`config.mk`:
```
export PLATFORM = sky130hd
export DESIGN_NAME = mux4_rr_arbiter
export DESIGN_NICKNAME = d
export VERILOG_FILES = /design/src/rtl/mux_arb_pkg.sv /design/src/rtl/rr_pick4.sv /design/src/rtl/mux4_rr_arbiter.sv
export SDC_FILE = /design/constraint.sdc
export NUM_CORES = 1
export LEC_CHECK = 0
export CAP_MARGIN = 30
export CORE_MARGIN = 8
export CORE_UTILIZATION = 35
export DETAILED_ROUTE_END_ITERATION = 10
export GPL_TIMING_DRIVEN = 0
export PLACE_DENSITY_LB_ADDON = 0.05
export SKIP_LAST_GASP = 1
export SLEW_MARGIN = 20
export SYNTH_ARGS = -nofsm -noshare
export SYNTH_HDL_FRONTEND = slang
export SYNTH_SLANG_ARGS = --single-unit
export TNS_END_PERCENT = 5
```
`constraint.sdc`:
```
create_clock -name clk -period 4.5 [get_ports clk]
set_input_delay 0.9 -clock clk [delete_from_list [all_inputs] [get_ports clk]]
set_output_delay 0.9 -clock clk [all_outputs]
set_load 0.1 [all_outputs]
```
`src/rtl/mux_arb_pkg.sv`:
```
// Shared types and helpers for the 4-way round-robin mux arbiter.
//   REQ_N  : number of requesters
//   SEL_W  : width of the mux select / round-robin pointer
//   DW_DEF : default requester word width
package mux_arb_pkg;

  localparam int REQ_N  = 4;
  localparam int SEL_W  = 2;
  localparam int DW_DEF = 3;

  typedef enum logic {IDLE, BUSY} state_t;

  // Pointer advance; the 2-bit result wraps 3 -> 0 naturally.
  function automatic logic [SEL_W-1:0] next_ptr(input logic [SEL_W-1:0] p);
    return p + 2'd1;
  endfunction

  function automatic logic [REQ_N-1:0] onehot(input logic [SEL_W-1:0] i);
    logic [REQ_N-1:0] o;
    o    = '0;
    o[i] = 1'b1;
    return o;
  endfunction

endpackage

```
`src/rtl/rr_pick4.sv`:
```
// Combinational cyclic picker: scans req & ~mask starting at ptr
// (ptr, ptr+1, ... mod 4) and returns the first set index.
//   req  : request bits
//   mask : requesters excluded from this pick
//   ptr  : scan start position
//   win  : winning index (don't-care when any=0)
//   any  : at least one unmasked request present
module rr_pick4
  import mux_arb_pkg::*;
(
  input  logic [REQ_N-1:0] req,
  input  logic [REQ_N-1:0] mask,
  input  logic [SEL_W-1:0] ptr,
  output logic [SEL_W-1:0] win,
  output logic             any
);

  logic [REQ_N-1:0] cand;
  assign cand = req & ~mask;
  assign any  = |cand;

  // Walk from the farthest offset down to offset 0 so the candidate
  // closest to ptr is the last (and therefore final) assignment.
  always_comb begin
    logic [SEL_W-1:0] idx;
    idx = '0;
    win = ptr;
    for (int k = REQ_N-1; k >= 0; k--) begin
      idx = ptr + SEL_W'(k);
      if (cand[idx]) win = idx;
    end
  end

endmodule

```
`src/rtl/mux4_rr_arbiter.sv`:
```
// Round-robin controller for a shared 4:1 mux. Grants one requester at a
// time, snapshots its word into f and holds it under a valid/ready
// handshake. On a handshake it re-arbitrates in the same cycle with the
// current winner masked, giving back-to-back grants with no bubble.
//   clk, rst     : clock, synchronous active-high reset
//   req[3:0]     : request bits
//   w0..w3       : requester words (DW bits)
//   ready        : downstream accepts f
//   s            : mux select / current grant index
//   gnt          : one-hot grant, zero when idle
//   f            : registered selected word
//   valid        : f holds a granted word
// Build option: ARB_FIXED_PRIO_EN -- pointer tied to 0 (req[0] highest
// priority); the handshake mask still prevents back-to-back re-grants.
module mux4_rr_arbiter
  import mux_arb_pkg::*;
#(
  parameter int DW      = DW_DEF,
  parameter int PTR_RST = 0
) (
  input  logic             clk,
  input  logic             rst,
  input  logic [REQ_N-1:0] req,
  input  logic [DW-1:0]    w0,
  input  logic [DW-1:0]    w1,
  input  logic [DW-1:0]    w2,
  input  logic [DW-1:0]    w3,
  input  logic             ready,
  output logic [SEL_W-1:0] s,
  output logic [REQ_N-1:0] gnt,
  output logic [DW-1:0]    f,
  output logic             valid
);

  state_t                    state;
  logic [REQ_N-1:0][DW-1:0]  w_arr;
  logic [SEL_W-1:0]          pick_ptr;
  logic [REQ_N-1:0]          pick_mask;
  logic [SEL_W-1:0]          win;
  logic                      any;

  assign w_arr = {w3, w2, w1, w0};

`ifdef ARB_FIXED_PRIO_EN
  assign pick_ptr = '0;
`else
  logic [SEL_W-1:0] ptr;
  // In BUSY the pick only matters on a handshake, where it must start
  // from the already-advanced pointer.
  assign pick_ptr = (state == BUSY) ? next_ptr(s) : ptr;
`endif

  // Only the handshake re-arbitration excludes the current winner.
  assign pick_mask = (state == BUSY) ? gnt : '0;

  rr_pick4 u_pick (
    .req  (req),
    .mask (pick_mask),
    .ptr  (pick_ptr),
    .win  (win),
    .any  (any)
  );

  always_ff @(posedge clk) begin
    if (rst) begin
      state <= IDLE;
      s     <= '0;
      gnt   <= '0;
      f     <= '0;
      valid <= 1'b0;
`ifndef ARB_FIXED_PRIO_EN
      ptr   <= SEL_W'(PTR_RST);
`endif
    end else begin
      case (state)
        IDLE: begin
          if (any) begin
            s     <= win;
            gnt   <= onehot(win);
            f     <= w_arr[win];
            valid <= 1'b1;
            state <= BUSY;
          end
        end
        BUSY: begin
          if (ready) begin
`ifndef ARB_FIXED_PRIO_EN
            ptr <= next_ptr(s);
`endif
            if (any) begin
              s     <= win;
              gnt   <= onehot(win);
              f     <= w_arr[win];
            end else begin
              // s and f keep the last transfer for observability.
              gnt   <= '0;
              valid <= 1'b0;
              state <= IDLE;
            end
          end
        end
        default: state <= IDLE;
      endcase
    end
  end

endmodule

```
Word level (Yosys, flattened, before mapping):

Index checks and enable logic that the tools add are counted.
Widths: inputs -> output; s select.

* reductions and logical operators: 5
* bitwise operators: 3
* eq/ne operators: 3
* $add $sub $neg: 4
* muxes and demuxes: 35
* magnitude comparators: 6

Operator list (number)
* $mux 4: 4
* $lt 2x3->1 const B: 5
* $mux 2: 7
* $mux 1: 10
* $mux 3: 3
* $bmux 1 s2: 4
* $pmux 4 s2: 1
* $bmux 3 s2: 1
* $ne 2x2->1 const B: 3
* $pmux 3 s2: 1
* $add 2x1->2 const B: 2
* $add 2x2->2 const B: 2
* $and 4x4->4: 1
* $not 4->4: 1
* $pmux 1 s2: 2
* $pmux 2 s2: 1
* $reduce_and 2->1: 2
* $reduce_or 4->1: 1
* $reduce_and 3->1: 1
* $demux 1 s2: 1
* $ge 2x1->1 const B: 1
* $logic_and 1x1->1: 1
* $not 1->1: 1

* register bits after elaboration: 13
* logic and storage cells: 62
* output and inout port bits: 10
* input bits: 19

Longest topological paths before layout:

* word-level depth: 16
* depth in mapped cells: 8
* gate-level depth less buffers: 6

By module:

Synthesis repeated with hierarchy kept, for this count alone.

* cells, all modules: 93
* area total of the unflattened synthesis: 784.5 um2

By module, submodules not included
* mux4_rr_arbiter: cells an instance 72, instances 1, area an instance 648.1 um2, sequential area each 260.2 um2
* rr_pick4: cells an instance 21, instances 1, area an instance 136.4 um2, sequential area each 0.0 um2

Worst setup path before layout:

No wires, ideal clock.

* path type: register to register
* start point: register s[0]
* end point: register f[0]
* setup time: 0.083 ns
* setup slack: 2.084 ns
* path buffers: 0
* clock period less this slack: 2.416 ns
* data required time: 4.417 ns
* cell stages (with the launch flop): 7
* data arrival time: 2.333 ns
* cells stage by stage: dfxtp_1 nand2_1 o22a_1 nor3b_1 nor3_2 or3_4 o221ai_1

* cells in the longest elaborated chain, start to end: 14
* elaborated cells between the ends (all ways): 22
* those cells by class: 4 x add/sub; 18 x mux

RTL lines
* from (decl): RTL line mux4_rr_arbiter.sv:29 `output logic [SEL_W-1:0] s,`
* from (signal assigned): RTL line mux4_rr_arbiter.sv:78 `s <= win;`
* from (signal assigned): RTL line mux4_rr_arbiter.sv:91 `s <= win;`
* $add 2x1->2 *: RTL line mux_arb_pkg.sv:15 `return p + 2'd1;`
* $mux 2 *: RTL line mux4_rr_arbiter.sv:50 `assign pick_ptr = (state == BUSY) ? next_ptr(s) : ptr;`
* $add 2x2->2: RTL line rr_pick4.sv:29 `idx = ptr + SEL_W'(k);`
* $bmux 1 s2: RTL line rr_pick4.sv:30 `if (cand[idx]) win = idx;`
* $mux 1 (implied by the code): RTL line rr_pick4.sv:30
* $mux 2 (3 in a row): RTL line rr_pick4.sv:30
* $mux 2 *: RTL line rr_pick4.sv:30
* $bmux 3 s2 *: RTL line mux4_rr_arbiter.sv:80, mux4_rr_arbiter.sv:93
* $mux 3 (implied by the code) *: RTL line mux4_rr_arbiter.sv:80, mux4_rr_arbiter.sv:93
* $mux 3 *: RTL line mux4_rr_arbiter.sv:77, mux4_rr_arbiter.sv:90
* $mux 3: RTL line mux4_rr_arbiter.sv:86 `if (ready) begin`
* $pmux 3 s2 *: RTL line mux4_rr_arbiter.sv:75 `case (state)`
* to (signal assigned): RTL line mux4_rr_arbiter.sv:80 `f <= w_arr[win];`
* to (signal assigned): RTL line mux4_rr_arbiter.sv:93 `f <= w_arr[win];`
* to (decl): RTL line mux4_rr_arbiter.sv:31 `output logic [DW-1:0] f,`

Mark *: on every way between the ends. The rest lies on a longest branch, timed or not. The select of a mux whose other input is x is not followed.
A chain may end at the register's enable or synchronous reset.

Worst setup path after layout:

* start point: register s[0]
* end point: output s[0]

No word-level cell between the ends.

==> out/metrics.yaml <==
status: "finished, final reports clean"
dpl.cell_count: 157
fin_tns_setup_ns: 0
fin_cells: 161
hold_viol: 0
final_area_um2: 1200
setup_viol: 0
drt_pass1_iterations: 4
fin_crit_ns: 2.87
start_util_pct: 35.8
synthDistinctLibCells: 39
post-route-period-util_pct: 63.8
arrival_ns: 1.97
cp.required_ns: 3.60
antenna_cells: 0
grt_antenna_before_repair: 0
cts_tree: "done"
cts_resized: 0
critical_path_buf_inv_count: 1
synthArstFlopShare_pct: 0
wl_mm: 2.38
maxCapViolCount: 0
slowest_delay_ns: 1.20
hold_path.class: "reg2reg"
endpoint_kind: "primary output"
drcViolationCount: 0
vias: 875
critical_path_class: "reg2out"
power_frac_seq_pct: 32.4
grt_max_degree: 11
clock.fmax_mhz: 348
ant_nets: 0
die-area_um2: 4280
clockRootBuffer: "clkbuf_4"
wl_per_cell_um: 14.8
skew_ns: 0.00912
rows: 18
final_common_cell: "clkdlybuf4s50_1"
synth.net_count: 118
switching_share_pct: 46.2
post-route-util_pct: 50.3
synth_compound_area_share_pct: 31.3
post_route_cells_drive_above_1_share_pct: 12.2
yosysTopAreaCell: "dfxtp_1"
synthAdderAreaFrac_pct: 0
core_area_um2: 2390
nets: 151
hold_buffers: 0
p_sw_uw: 206
drt_iter0_markers: 43
synth_top_cells_by_area: "dfxtp_1 (30%), mux2i_1 (7.0%), a21oi_1 (4.7%)"
gr-total-overflow: 0
worstPathMaxFanout: 7
worst_pin_slew_ns: 0.977
netlist_instances: 99
crit_path_start_kind: "flop"
cp_top_family: "buffers and inverters"
die_w_um: 65.5
peakVddDrop_uv: 183
boundaryPins: 29
syn_to_final_growth_pct: 40.4
post_cts_buffers: 0
powerDensity_nw_per_um2: 370
clk_latency_ns: 0.28
cts_buffers: 3
path_cells: "clkdlybuf4s50_1"
p_clk_share_pct: 16.4
synth.area.mux_share_pct: 8.33
ys_ff_latch: 13
syn_area_per_cell_um2: 8.64
synth_xor_area_share_pct: 1.90
syn-cell-area_um2: 856
p_leak_uw: 0.000436
synth_flop_cell: "dfxtp_1"
slowest_stage: "clkdlybuf4s50_1"
synth_simple_gate_area_share_pct: 25.1
drt-vias-per-instance: 5.43
ys_seq_area_share_pct: 30.4
cts_sinks: 13
slew_violations: 0
comb_power_share_pct: 51.2
synth_edf_count: 0
grt_pass1_vias: 874
grt.total_usage_pct: 11.7
setup_ws_ns: 1.63
grt_pass1_wl_mm: 4.14
clk_path_buf_depth: 2
dp_hpwl_mm: 1.88
gp_congestion: 0.932
h-tree-depth: 1
p_int_uw: 239
synth_top_family_by_area: "compound AO/OA/AOI/OAI gates"
synth_top_area_share_pct: 30.4
io_buffers: 28
slew_headroom_pct: 34.7
rsz0062_at_grt: "false"
postPlaceCellArea_um2: 1170
die_y_um: 65.5
yosysWarnings: 0
layout_common_cells: "clkdlybuf4s50_1 (28), dfxtp_1 (13), nor2_1 (9)"
dpl_worst_slack_ns: 1.54
cts.reportedPaths.clkPinSlew_ns: 0.09
==> cell type report <==
type	count	area [um2]
Sequential cell	13	260
Fill cell	267	1190
Timing Repair Buffer	28	280
Clock inverter	1	5.00
Clock buffer	3	22.5
Buffer	4	21.3
Multi-Input combinational cell	81	571
Inverter	1	3.75
Tap cell	30	37.5
==> registers in the layout (all words and copies together) (netlist names) <==
register and flops:
gnt 4, ptr 2, s 2, valid 1, state 1, f 3
==> power by group through the flow <==
stage	logic [uW]	clock network [uW]	registers, uW
after floorplan	80.9	0	233
after global placement	228	0	147
after detailed placement	229	0	147
after CTS	229	75.6	145
after global routing	242	83.2	147
final	228	72.9	144
==> metrics by stage <==
stage	total power, uW	hold slack (ns)
after global routing	473	0.528
after detailed placement	376	0.488
after floorplan	314	0.512
final	445	0.498
after global placement	375	0.475
after CTS	450	0.501
==> cell families (layout without fill, tap and decap cells) <==
family,count (synthesis),count (layout)
simple gates,38,38
compound gates,35,35
flops,13,13
mux,7,7
buf+inv,5,37
xor+xnor,1,1
==> final timing paths <==
path         startpoint  depth (start not counted)  slack [ns]  endpoint
max                s[0]                          1        1.63      s[0]
min              gnt[3]                          2        0.50    gnt[3]
max reg2reg        s[0]                          6        2.54      f[1]
min reg2reg      gnt[3]                          2        0.50    gnt[3]
==> layer usage <==
layer | up-vias | track usage [%] | wire length, um
li1 | 447 | - | -
met1 | 402 | 15.1 | 1110
met2 | 24 | 17.5 | 1060
met3 | 2 | 4.42 | 192
met4 | 0 | 3.81 | 13
met5 | - | 0 | 0
==> Yosys cell counts, types with 2 or more instances <==
library cell	n
a211oi_1	3
a21bo_2	3
a21oi_1	8
a311oi_1	4
buf_2	2
dfxtp_1	13
mux2i_1	6
nand2_1	8
nand2b_1	5
nand3b_1	4
nor2_1	9
nor2b_1	3
nor3b_1	3
o221ai_1	3
Power figures use the tool's default switching activity.
